===== src/rtl/seq_multiplier_32bits_pkg.sv =====
// Shared definitions for the sequential shift-add multiplier: state encoding
// and sizing constants used by the top and its adder.
package seq_multiplier_32bits_pkg;

  localparam int MUL_WIDTH = 32;
  localparam int MUL_ITER  = 32;
  localparam int CNT_W     = 5;

  // 2'b11 is unused and is handled as IDLE by the FSM.
  typedef enum logic [1:0] {
    ST_IDLE = 2'b00,
    ST_BUSY = 2'b01,
    ST_DONE = 2'b10
  } state_e;

endpackage


===== src/rtl/seq_multiplier_32bits_adder32_carry.sv =====
// 32-bit unsigned adder with carry-out; forms one partial-product step
// (acc_hi + selected multiplicand) of the shift-add multiplier.
module adder32_carry
  import seq_multiplier_32bits_pkg::*;
(
  input  logic [MUL_WIDTH-1:0] a_i,
  input  logic [MUL_WIDTH-1:0] b_i,
  output logic [MUL_WIDTH-1:0] sum_o,
  output logic                 carry_o
);

  logic [MUL_WIDTH:0] full_sum;

  assign full_sum = {1'b0, a_i} + {1'b0, b_i};
  assign sum_o    = full_sum[MUL_WIDTH-1:0];
  assign carry_o  = full_sum[MUL_WIDTH];

endmodule


===== src/rtl/seq_multiplier_32bits.sv =====
// Sequential unsigned 32x32 shift-add multiplier: one partial-product step per
// clock, 64-bit result held in registers until the next completion.
module seq_multiplier_32bits
  import seq_multiplier_32bits_pkg::*;
#(
  parameter int WIDTH = MUL_WIDTH,
  parameter int ITER  = MUL_ITER
) (
  input  logic             clk,
  input  logic             reset_n,
  input  logic             start,
  input  logic [WIDTH-1:0] a,
  input  logic [WIDTH-1:0] b,
  output logic             busy,
  output logic             done,
  output logic [WIDTH-1:0] product_lo,
  output logic [WIDTH-1:0] product_hi,
  output logic             overflow,
  output state_e           dbg_state_o
);

  localparam logic [CNT_W-1:0] LAST_CNT = CNT_W'(ITER - 1);

  state_e           state_q,    state_d;
  logic [CNT_W-1:0] cnt_q,      cnt_d;
  logic [WIDTH-1:0] mcand_q,    mcand_d;
  logic [WIDTH-1:0] mplier_q,   mplier_d;
  logic [WIDTH-1:0] acc_hi_q,   acc_hi_d;
  logic [WIDTH-1:0] prod_lo_q,  prod_lo_d;
  logic [WIDTH-1:0] prod_hi_q,  prod_hi_d;
  logic             overflow_q, overflow_d;

  logic [WIDTH-1:0] addend;
  logic [WIDTH-1:0] step_sum;
  logic             step_carry;
  logic [WIDTH-1:0] acc_hi_next;
  logic [WIDTH-1:0] mplier_next;

  assign addend = mplier_q[0] ? mcand_q : '0;

  adder32_carry u_adder (
    .a_i     (acc_hi_q),
    .b_i     (addend),
    .sum_o   (step_sum),
    .carry_o (step_carry)
  );

  // {c, sum, mplier} shifted right by one: the adder's LSB drops into the
  // multiplier register as the next settled product bit.
  assign acc_hi_next = {step_carry, step_sum[WIDTH-1:1]};
  assign mplier_next = {step_sum[0], mplier_q[WIDTH-1:1]};

  always_comb begin
    state_d    = state_q;
    cnt_d      = cnt_q;
    mcand_d    = mcand_q;
    mplier_d   = mplier_q;
    acc_hi_d   = acc_hi_q;
    prod_lo_d  = prod_lo_q;
    prod_hi_d  = prod_hi_q;
    overflow_d = overflow_q;
    case (state_q)
      ST_BUSY: begin
        acc_hi_d = acc_hi_next;
        mplier_d = mplier_next;
        cnt_d    = cnt_q + 1'b1;
        if (cnt_q == LAST_CNT) begin
          state_d    = ST_DONE;
          prod_hi_d  = acc_hi_next;
          prod_lo_d  = mplier_next;
          overflow_d = |acc_hi_next;
        end
      end
      ST_DONE: begin
        state_d = ST_IDLE;
      end
      default: begin
        if (start) begin
          state_d  = ST_BUSY;
          mcand_d  = a;
          mplier_d = b;
          acc_hi_d = '0;
          cnt_d    = '0;
        end
      end
    endcase
  end

  always_ff @(posedge clk) begin
    if (!reset_n) begin
      state_q    <= ST_IDLE;
      cnt_q      <= '0;
      mcand_q    <= '0;
      mplier_q   <= '0;
      acc_hi_q   <= '0;
      prod_lo_q  <= '0;
      prod_hi_q  <= '0;
      overflow_q <= 1'b0;
    end else begin
      state_q    <= state_d;
      cnt_q      <= cnt_d;
      mcand_q    <= mcand_d;
      mplier_q   <= mplier_d;
      acc_hi_q   <= acc_hi_d;
      prod_lo_q  <= prod_lo_d;
      prod_hi_q  <= prod_hi_d;
      overflow_q <= overflow_d;
    end
  end

  assign busy        = (state_q == ST_BUSY);
  assign done        = (state_q == ST_DONE);
  assign product_lo  = prod_lo_q;
  assign product_hi  = prod_hi_q;
  assign overflow    = overflow_q;
  assign dbg_state_o = state_q;

endmodule


===== config.mk =====
export PLATFORM = sky130hd
export DESIGN_NAME = seq_multiplier_32bits
export DESIGN_NICKNAME = d
export VERILOG_FILES = /design/src/rtl/seq_multiplier_32bits_pkg.sv /design/src/rtl/seq_multiplier_32bits_adder32_carry.sv /design/src/rtl/seq_multiplier_32bits.sv
export SDC_FILE = /design/constraint.sdc
export NUM_CORES = 1
export LEC_CHECK = 0
export BUFFER_PORTS_ARGS = -buffer_cell sky130_fd_sc_hd__buf_2
export CAP_MARGIN = 20
export CORE_UTILIZATION = 37
export DETAILED_ROUTE_END_ITERATION = 6
export GPL_TIMING_DRIVEN = 0
export PLACE_DENSITY = 0.54
export RECOVER_POWER = 50
export SYNTH_ARGS = -nofsm -noshare
export SYNTH_HDL_FRONTEND = slang
export SYNTH_SLANG_ARGS = --single-unit

===== constraint.sdc =====
create_clock -name clk -period 4.6 [get_ports clk]
set_clock_uncertainty 0.15 [all_clocks]
set_input_delay 0.69 -clock clk [delete_from_list [all_inputs] [get_ports clk]]
set_output_delay 0.69 -clock clk [all_outputs]
set_load 0.02 [all_outputs]

Yosys cells after proc, flatten, opt, wreduce, memory -nomap -nowiden. Index checks and enable logic that the tools add are counted.

Register bits after elaboration: 168. Output and inout bits: 69. Logic and storage cells: 34.

$add $sub $neg: 2. Eq/ne operators: 4. Mux-type cells: 10. Bitwise operators: 2. Reduce and logical (&&, ||, !) cells: 8.

Operators by type and width (number): $pmux 32 s2 (2); $mux 32 (3); $add 32x32->33 (1); $reduce_or 32->1 (1); $pmux 5 s2 (1); $reduce_and 2->1 (4); $add 5x1->5 const B (1); $eq 5x5->1 const B (1); $mux 5 (1); $mux 2 (2); $pmux 2 s2 (1); $reduce_bool 3->1 (1); $eq 2x1->1 const B (1); $eq 2x2->1 const B (1); $ne 2x1->1 const B (1); $not 1->1 (2); $reduce_bool 2->1 (1); $reduce_or 2->1 (1).

Longest topological paths before layout. Gate-level depths: netlist of the first run.

Depth in word-level cells: 4. Gate-level depth with buffers: 14.

By module. A second synthesis of the first run with hierarchy kept.

Cell total of the unflattened synthesis: 990. Area total of the unflattened synthesis: 8531.9 um^2.

Modules (own cells, without submodules): seq_multiplier_32bits (times used 1, cells each 759, area each 6871.6 um^2, sequential area each 3363.2 um^2); adder32_carry (times used 1, cells each 231, area each 1660.3 um^2, sequential area each 0.0 um^2).

Least setup slack after synthesis of the first run. No wires, ideal clock.

Kind: register to register. Start point: register mplier_q[0]. End point: register overflow_q, in the netlist overflow. Library setup time: 0.124 ns. Arrival: 3.385 ns. Required time: 4.326 ns. Path slack: 0.941 ns. Cell stages (with the launch flop): 15. Path buffers: 1. Period minus slack after synthesis: 3.659 ns. Path through: dfxtp_1 -> clkbuf_1 -> and2_1 -> ha_1 -> inv_1 -> fa_1 -> nand2b_1 -> a21oi_1 -> o21ai_2 -> o21bai_1 -> xor2_1 -> or4_1 -> or4_1 -> nor4_1 -> a21oi_1.

Word-level cells in the longest chain between the ends: 3.

Ends and longest elaborated chain: from (decl) (RTL line seq_multiplier_32bits.sv:27) `logic [WIDTH-1:0] mplier_q, mplier_d;`; from (signal assigned) (RTL line seq_multiplier_32bits.sv:103) `mplier_q <= mplier_d;`; $mux 32 (RTL line seq_multiplier_32bits.sv:39) `assign addend = mplier_q[0] ? mcand_q : '0;`; $add 32x32->33 (RTL line seq_multiplier_32bits_adder32_carry.sv:14) `assign full_sum = {1'b0, a_i} + {1'b0, b_i};`; $reduce_or 32->1 (RTL line seq_multiplier_32bits.sv:71) `overflow_d = |acc_hi_next;`; to (signal assigned) (RTL line seq_multiplier_32bits.sv:107) `overflow_q <= overflow_d;`; to (decl) (RTL line seq_multiplier_32bits.sv:31) `logic overflow_q, overflow_d;`.

Every way passes these cells. A chain may end at the register's enable or synchronous reset.

Worst setup path in the final report of the first run. Same ends and word-level chain as after synthesis.

==> results.tsv, run 1 <==
metric	value	unit
post-DP HPWL	19.6	mm
Mapped Avg Cell Area	8.24	µm²
Synth Area in Adders	5.29	%
Worst VDD drop	0.238	mV
Worst Path Required	4760	ps
Crit Path Max Fanout	10	
layout cell share with drive strength beyond 1	9.40	%
gr usage total	21.3	%
Worst setup SP type	flip-flop	
setup bufs post-CTS	0	
boundary pin count	136	
Synth Area in Compound Gates	24.6	%
root buffer cell	clkbuf_16	
Fmax	0.237	GHz
Setup crit end kind	flip-flop	
Overflow after GRT	0	
Area growth syn-to-layout	17.8	%
number of global-route vias before repair	7769	
syn nets	1183	
#FFs+latches synth	168	
clk buf depth	2	
RSZ-0062 raised after global routing	false	
status	complete, no violations	
core box area	23500	µm²
Crit. Startpoint	mplier_q[0]	
Syn Inst Count	1079	
vias	8062	
worst hold-check path type	reg2reg	
CTS tree	done	
residual DRC count	0	
initial antenna violation count	7	
Setup TNS	0	ps
initial core utilization	37.8	%
post-synth top area share	37.8	%
placed inst area	9970	µm²
post-route ant nets	0	
clk_lat worst skew	430	ps
TritonCTS sink count	168	
Slew @ Worst Pin	826	ps
die area	24700	µm²
Setup CP Type	reg2reg	
fin area	10500	µm²
Final Critical Period	4220	ps
DRT Wirelength	25.9	mm
yosys warns	0	
top cells by area, synth	dfxtp_1 38%, nand2_1 10%, a21boi_0 7.8%, ha_1 5.1%, o211a_1 4.1%	
Simple-Gate Fraction of Synth Area	23.0	%
Synth cell types	65	
r2r startpoint	mplier_q[0]	
number of detailed-route iterations in the first pass	5	
Worst-path clk slew	70	ps
crit path DAT	4380	ps
fin crit share	91.7	%
min-delay src	product_hi[11]	
Power Dens Cells	316	nW/µm²
post-synthesis sequential area ratio	37.8	%
Num CTS Buffers	17	
synthesized area	8900	µm²
top cell type by total area after synthesis	dfxtp_1	
largest net degree at the start of global routing	19	
total power	3.31	mW
XOR/XNOR Fraction of Synth Area	1.48	%
Die Ht	157	µm
Max-slew headroom	44.3	%
first-pass GRT wire length	40.9	mm
nets	1336	
number of port buffers	134	
Fill cells	2497	
final setup vio count	0	
routability cong.	0.879	
violation count after the first detailed-routing iteration	455	
Most used DFF post-synth	dfxtp_1	
H-tree levels	4	
max-capacitance violation count	0	
Die Wd	157	µm
Post-synth EDFFs	0	
Final Max Tran Viols	0	
largest family of logic cells by synthesized area	compound AO/OA/AOI/OAI gates	
via/cell ratio	5.15	
Final Hold Vio Count	0	
multiplexer area fraction after synthesis	4.06	%
async set or reset register ratio after synthesis	0	%
P_leak	4.25	nW
Wirelength per Cell	16.5	µm
num rows	56	
## layout make-up
type,count,area [µm²],share of cell area (%)
multi-input cells,823,5210,49.7
flip-flops and latches,168,3360,32.1
repair buffers,134,584,5.58
clock buffers,17,425,4.06
well taps,319,399,3.81
plain buffers,72,275,2.63
clock inverters,15,154,1.47
inverters,16,60.1,0.573
diodes,2,5.00,0.0478
## Yosys cell counts, types with 27 or more instances
library cell	instances
clkbuf_1	61
mux2i_1	35
nand2_1	248
o21ai_0	40
a21oi_1	38
dfxtp_1	168
a21boi_0	93
nor2b_1	30
and2_1	54
o211a_1	36
nor2_1	27
ha_1	36
## worst paths after layout
check	end	slack, ps	cells after the start
worst min register to register	product_hi[11]	310	2
worst min-delay path	product_hi[11]	310	2
worst max-delay path	overflow	380	14
worst max register to register	overflow	380	14
## power by group
| group | switching, mW | internal [mW] |
|---|---|---|
| combinational | 0.207 | 0.136 |
| clock | 0.704 | 0.725 |
| sequential | 0.0363 | 1.51 |
| total | 0.948 | 2.37 |
## worst max-delay path, cell delays in order (launching register included)
cell and delay (ps):
dfxtp_2 440, clkbuf_2 240, and2_1 150, ha_1 180, inv_1 70, fa_1 400, nand2b_1 200, a21oi_2 300
o21ai_2 160, o21bai_1 180, xor2_1 130, or4_1 580, or4_1 450, nor4_1 340, a21oi_1 120
## cell usage in the layout (no fill, tap or decap), types with 4 or more instances in the layout
cell	instances
o21bai_1	4
inv_8	5
o211a_1	36
or4_1	5
o211ai_1	8
dfxtp_1	167
xnor2_1	10
nand2b_1	5
nor3b_1	6
nor2b_1	30
and2_1	51
o21ai_0	40
buf_1	8
nand2_1	248
nor3_1	13
mux2i_1	35
a22oi_1	23
a21o_1	11
a21oi_1	37
clkbuf_16	17
a211oi_1	7
nand3_1	20
buf_2	67
clkbuf_1	129
clkinvlp_4	4
xor2_1	5
and3_1	7
o21a_1	4
inv_1	16
a31oi_1	5
nand4_1	4
a21boi_0	92
ha_1	36
nor2_1	27
## state kept, by name (all words and copies together) (netlist names)
| signal | count |
|---|---|
| mcand_q | 32 |
| acc_hi_q | 32 |
| product_hi | 32 |
| overflow | 1 |
| dbg_state_o | 2 |
| cnt_q | 5 |
| product_lo | 32 |
| mplier_q | 32 |
## timing repair
action                                  4_1_cts  5_1_grt
endpoints found under the setup margin        0        1
hold buffers                                  0        0
gates resized for setup                       0        6
## layer usage
layer | up-vias | GRT usage, % | part of all wire (%)
met1 | 3762 | 26.5 | 47
met2 | 173 | 36.6 | 46
li1 | 4094 | - | -
met5 | - | 0 | 0.13
met3 | 27 | 5.78 | 5.8
met4 | 6 | 4.72 | 1.1
## cell families after synthesis
family	after synthesis
flip-flops	168
AO/OA/AOI/OAI	299
AND/OR/NAND/NOR	436
adder cells (fa/ha/maj)	37
buffers and inverters	88
multiplexers	36
XOR/XNOR	15
## through the flow
step | utilization (%) | std cells | hold WS (ps) | worst slack (ps)
after detailed placement | 42.3 | 1532 | 304 | 75.1
after floorplan | - | 1079 | 289 | 941
after global routing | 44.5 | 1564 | 333 | 128
after global placement | 42.3 | 1532 | 297 | 51.4
final | 44.5 | 1566 | 310 | 382
after CTS | 44.8 | 1564 | 313 | 26.5
No activity file was read; power rests on OpenSTA's default activity.
==> run 2: changes to the inputs <==
--- a/config.mk
+++ b/config.mk
@@ -5,12 +5,14 @@
 export SDC_FILE = /design/constraint.sdc
 export NUM_CORES = 1
 export LEC_CHECK = 0
+export ABC_AREA = 1
 export BUFFER_PORTS_ARGS = -buffer_cell sky130_fd_sc_hd__buf_2
 export CAP_MARGIN = 20
-export CORE_UTILIZATION = 37
+export CORE_UTILIZATION = 59
+export CTS_BUF_LIST = sky130_fd_sc_hd__clkbuf_8
 export DETAILED_ROUTE_END_ITERATION = 6
 export GPL_TIMING_DRIVEN = 0
-export PLACE_DENSITY = 0.54
+export PLACE_DENSITY = 0.8
 export RECOVER_POWER = 50
 export SYNTH_ARGS = -nofsm -noshare
 export SYNTH_HDL_FRONTEND = slang
==> results.tsv, run 2 <==
metric	value	unit
status	complete, no violations	
Slew @ Worst Pin	757	ps
synth cell count leaders	450 x nand2_1, 192 x nor2_1, 189 x inv_1	
Final WS setup	638	ps
hold buffers post-CTS	0	
Worst Path Required	4820	ps
violation count after the first detailed-routing iteration	731	
CP cell instances	clkbuf_1 -> clkbuf_1 -> nand2_1 -> inv_1 -> ha_1 -> inv_1 -> fa_1 -> inv_1 -> nand3_1 -> nand2_1 -> nand2_1 -> nand2_1 -> nand2_1 -> nand2_1 -> nand2_1 -> nor2_1 -> nand3_1 -> nor2_1 -> nand3_1 -> nor2_1 -> nor2_1	
Sequential Power Share	51.2	%
FF/Latch Area	3360	µm²
Post-synth EDFFs	0	
post-DP HPWL	20.8	mm
multi-input logic area	4730	µm²
clk_lat worst skew	480	ps
H-tree levels	4	
Worst Path Buf+Inv	5	
Util after Layout	70.0	%
PostCTS Resize Cnt	0	
max-capacitance violation count	0	
layout cell share with drive strength beyond 1	8.35	%
Int Pwr	2.18	mW
nets	1683	
number of detailed-route iterations in the first pass	5	
post-route ant nets	0	
yosys warns	0	
Worst-path clk slew	100	ps
Worst VDD drop	0.207	mV
syn nets	1529	
Overflow after GRT	0	
worst hold-check path type	in2reg	
routability cong.	0.971	
Synth cell types	38	
Final Max Tran Viols	0	
die area	15900	µm²
Die Wd	126	µm
initial antenna violation count	1	
initial core utilization	61.5	%
most used cell, CP	nand2_1	
number of global-route vias before repair	8755	
synthesized area	9070	µm²
Die Ht	126	µm
residual DRC count	0	
async set or reset register ratio after synthesis	0	%
#FFs+latches synth	168	
Power Dens Cells	291	nW/µm²
sw power	0.829	mW
pre-CTS setup slack	713	ps
boundary pin count	136	
Area growth syn-to-layout	13.7	%
TritonCTS sink count	168	
crit path DAT	4180	ps
num rows	44	
vias	9481	
root buffer cell	clkbuf_8	
top cell type by total area after synthesis	dfxtp_1	
slowest cell delay on critical path	440	ps
post-synth top area share	37.1	%
Final Hold Vio Count	0	
clock power share	38.8	%
first-pass GRT wire length	42.3	mm
clk buf depth	2	
post-synthesis sequential area ratio	37.1	%
most frequent cell after synthesis	nand2_1	
Crit Path Max Fanout	10	
Wirelength per Cell	14.9	µm
Max-slew headroom	49.5	%
Mapped Avg Cell Area	6.37	µm²
Setup CP Type	reg2reg	
Fill cells	1421	
Comb pwr share	10.0	%
Switching Share	27.6	%
setup bufs post-CTS	0	
Syn Inst Count	1425	
Setup TNS	0	ps
commonest non-fill, non-tap cell in the layout	nand2_1	
Final Critical Period	3960	ps
Setup crit end kind	flip-flop	
hold slack	307	ps
Fmax	0.252	GHz
Num CTS Buffers	17	
CTS tree	done	
P_leak	5.18	nW
core box area	14800	µm²
number of port buffers	135	
gr usage total	34.2	%
fin crit share	86.1	%
final setup vio count	0	
Most used DFF post-synth	dfxtp_1	
critical path's top delay family	simple AND/OR/NAND/NOR gates	
DRT Wirelength	26.5	mm
via/cell ratio	5.33	
commonest cells after routing, fill and taps aside	451 x nand2_1, 194 x inv_1, 192 x nor2_1	
crit path max-delay cell type	clkbuf_1	
largest net degree at the start of global routing	17	
total power	3.01	mW
Worst setup SP type	flip-flop	
top cells by area, synth	dfxtp_1 37%, nand2_1 19%, nor2_1 7.9%, inv_1 7.8%, ha_1 5.0%	
RSZ-0062 raised after global routing	false	
[run 2: cell count changes after synthesis, moves of 37 or more]
cell,change
and2_1,-52
nand2_1,+202
a21boi_0,-93
nor2_1,+165
nand3_1,+37
o21ai_0,+41
inv_1,+173
[run 2: layout make-up]
class	count	area share [%]
well taps	184	2.23
repair buffers	135	5.70
clock inverters	13	1.64
inverters	195	7.09
multi-input cells	1003	45.9
plain buffers	59	2.30
diodes	2	0.0485
clock buffers	19	2.53
flip-flops and latches	168	32.6
[run 2: kinds of logic (layout without fill, tap and decap cells)]
logic type	Yosys count	in the layout	share of synthesized area, %
and+or+nand+nor	759	759	34.2
buffers and inverters	254	421	10.7
AOI/OAI and AO/OA	205	205	12.6
DFF	168	168	37.1
adders and majority gates	37	37	5.18
xor gates and xnor gates	2	2	0.193
other	0	2	0
[run 2: path summary, 6_finish.rpt]
kind                start  depth (start not counted)  slack (ps)            to
max           mplier_q[0]                         21         640      overflow
min                 a[14]                          3         310   mcand_q[14]
max reg2reg   mplier_q[0]                         21         640      overflow
min reg2reg  acc_hi_q[19]                          2         330  acc_hi_q[19]
[run 2: worst min-delay path, stage by stage]
cell     delay, ps
buf_2           70
o21ai_0         70
nor2_1          70
[run 2: power groups by stage]
stage	logic [mW]	clock network (mW)	registers, mW
2_1_floorplan	0.192	0	1.56
3_3_place_gp	0.290	0	1.57
3_5_place_dp	0.297	0	1.57
4_1_cts	0.298	1.16	1.54
5_1_grt	0.334	1.22	1.54
6_report	0.301	1.17	1.54
[run 2: metal layers]
metal	share of wire [%]	vias up	wire (µm)	GRT usage (%)
met5	0	-	0	0
met4	2.2	0	584	10.9
met3	7.9	46	2100	9.43
met2	46	312	12200	57.3
met1	44	4345	11600	42.5
li1	-	4778	-	-
[run 2: through the flow]
stage,cells,cell area (µm²)
floorplan,1425,9070
global placement,1744,9980
detailed placement,1744,9980
CTS,1776,10400
global route,1776,10300
finish,1778,10300
==> run 3: changes to the inputs <==
--- a/config.mk
+++ b/config.mk
@@ -6,13 +6,13 @@
 export NUM_CORES = 1
 export LEC_CHECK = 0
 export ABC_AREA = 1
-export BUFFER_PORTS_ARGS = -buffer_cell sky130_fd_sc_hd__buf_2
 export CAP_MARGIN = 20
-export CORE_UTILIZATION = 59
+export CORE_UTILIZATION = 55
 export CTS_BUF_LIST = sky130_fd_sc_hd__clkbuf_8
 export DETAILED_ROUTE_END_ITERATION = 6
+export DONT_BUFFER_PORTS = 1
 export GPL_TIMING_DRIVEN = 0
-export PLACE_DENSITY = 0.8
+export PLACE_DENSITY = 0.68
 export RECOVER_POWER = 50
 export SYNTH_ARGS = -nofsm -noshare
 export SYNTH_HDL_FRONTEND = slang
==> constraint.sdc (replaced) <==
create_clock -name clk -period 4.6 [get_ports clk]
set_clock_uncertainty 0.15 [all_clocks]
set_input_delay 0.23 -clock clk [delete_from_list [all_inputs] [get_ports clk]]
set_output_delay 0.23 -clock clk [all_outputs]
set_load 0.02 [all_outputs]
==> results.tsv, run 3 (same netlist as run 2, synthesis figures left out) <==
metric	value	unit
status	complete, no violations	
via/cell ratio	5.21	
initial antenna violation count	0	
vias	9058	
H-tree levels	4	
Max-slew headroom	53.2	%
commonest cells after routing, fill and taps aside	451 x nand2_1, 193 x inv_1, 192 x nor2_1	
Setup crit end kind	flip-flop	
total power	3.00	mW
Num CTS Buffers	17	
first-pass GRT wire length	41.6	mm
number of detailed-route iterations in the first pass	5	
Wirelength per Cell	15.5	µm
Final Critical Period	3850	ps
Slew @ Worst Pin	701	ps
Area growth syn-to-layout	14.8	%
violation count after the first detailed-routing iteration	658	
RSZ-0062 raised after global routing	false	
Final WS setup	754	ps
Worst VDD drop	0.314	mV
commonest non-fill, non-tap cell in the layout	nand2_1	
clk_lat worst skew	460	ps
routability cong.	0.930	
Worst setup SP type	flip-flop	
most used cell, CP	nand2_1	
Final Max Tran Viols	0	
worst hold-check path type	in2reg	
ANT cells	0	
Fmax	0.260	GHz
crit path max-delay cell type	clkbuf_1	
initial core utilization	56.7	%
boundary pin count	136	
post-DP HPWL	20.5	mm
core box area	16000	µm²
final setup vio count	0	
Power Dens Cells	288	nW/µm²
PostCTS Resize Cnt	0	
root buffer cell	clkbuf_8	
number of global-route vias before repair	8431	
fin crit share	83.6	%
Overflow after GRT	0	
gr usage total	32.4	%
num rows	46	
pre-CTS setup slack	845	ps
Setup CP Type	reg2reg	
crit path DAT	4070	ps
Die Wd	130	µm
multi-input logic area	4740	µm²
Die Ht	130	µm
Util after Layout	65.1	%
FF/Latch Area	3360	µm²
placed inst area	9350	µm²
layout cell share with drive strength beyond 1	4.66	%
CTS tree	done	
CP cell instances	clkbuf_1 -> clkbuf_1 -> nand2_1 -> inv_1 -> ha_1 -> inv_1 -> fa_1 -> inv_1 -> nand3_1 -> nand2_1 -> nand2_1 -> nand2_1 -> nand2_1 -> nand2_1 -> nand2_1 -> nor2_1 -> nand3_1 -> nor2_1 -> nand3_1 -> nor2_1 -> nor2_1	
Setup TNS	0	ps
fin area	10400	µm²
largest net degree at the start of global routing	17	
residual DRC count	0	
number of port buffers	0	
Worst-path clk slew	110	ps
post-route ant nets	0	
max-capacitance violation count	0	
P_leak	5.11	nW
Final Hold Vio Count	0	
slowest cell delay on critical path	460	ps
die area	17000	µm²
Worst Path Required	4820	ps
DRT Wirelength	26.9	mm
Crit Path Max Fanout	10	
TritonCTS sink count	168	
nets	1613	
clk buf depth	2	
Fill cells	1595	
## run 3: cell count changes in the layout (fill, tap and decap cells not counted), sizes merged
cell / previous run / this run
dlygate4sd3: 0 / 65
buf: 74 / 10
inv: 201 / 203
diode: 2 / 0
clkinv: 4 / 3
clkbuf: 139 / 68
bufinv: 3 / 2
## run 3: where the power goes
group,total [mW],internal (mW),switching (mW)
logic,0.323,0.114,0.209
clock network,1.14,0.531,0.611
registers,1.54,1.51,0.0331
total,3.00,2.15,0.853
## run 3: worst paths after layout
kind | start | to | slack [ps] | cells past startpoint
worst max-delay path | mplier_q[0] | overflow | 750 | 21
worst min-delay path | start | mcand_q[3] | 100 | 3
worst max register to register | mplier_q[0] | overflow | 750 | 21
worst min register to register | acc_hi_q[16] | acc_hi_q[16] | 320 | 2
## run 3: critical path, delay by kind of cell, from the launching register on
family / cells / cell delay, ps
and+or+nand+nor: 14 / 1550
buffers and inverters: 5 / 1080
adders and majority gates: 2 / 620
DFF: 1 / 320
## run 3: per-layer routing
layer / up-vias / wire [µm] / global-route usage [%]
met5: - / 0 / 0
met4: 0 / 659 / 11.5
met3: 43 / 1670 / 7.53
met2: 237 / 12700 / 55.4
met1: 4144 / 11900 / 40.0
li1: 4634 / - / -
## run 3: layout make-up
class                   count  share of cell area [%]
multi-input cells        1003                    45.5
flip-flops and latches    168                    32.3
inverters                 195                    7.03
repair buffers             65                    6.25
well taps                 216                    2.59
clock buffers              19                    2.51
plain buffers              59                    2.29
clock inverters            13                    1.54
## run 3: what timing repair did
item	in CTS	in global routing
endpoints found under the hold margin	68	0
setup buffers	0	0
hold buffers	65	0
## run 3: through the flow
step,std cells,hold slack [ps]
final,1738,96.4
after global routing,1738,96.0
after CTS,1738,65.7
after detailed placement,1641,249
after global placement,1641,244
after floorplan,1425,238
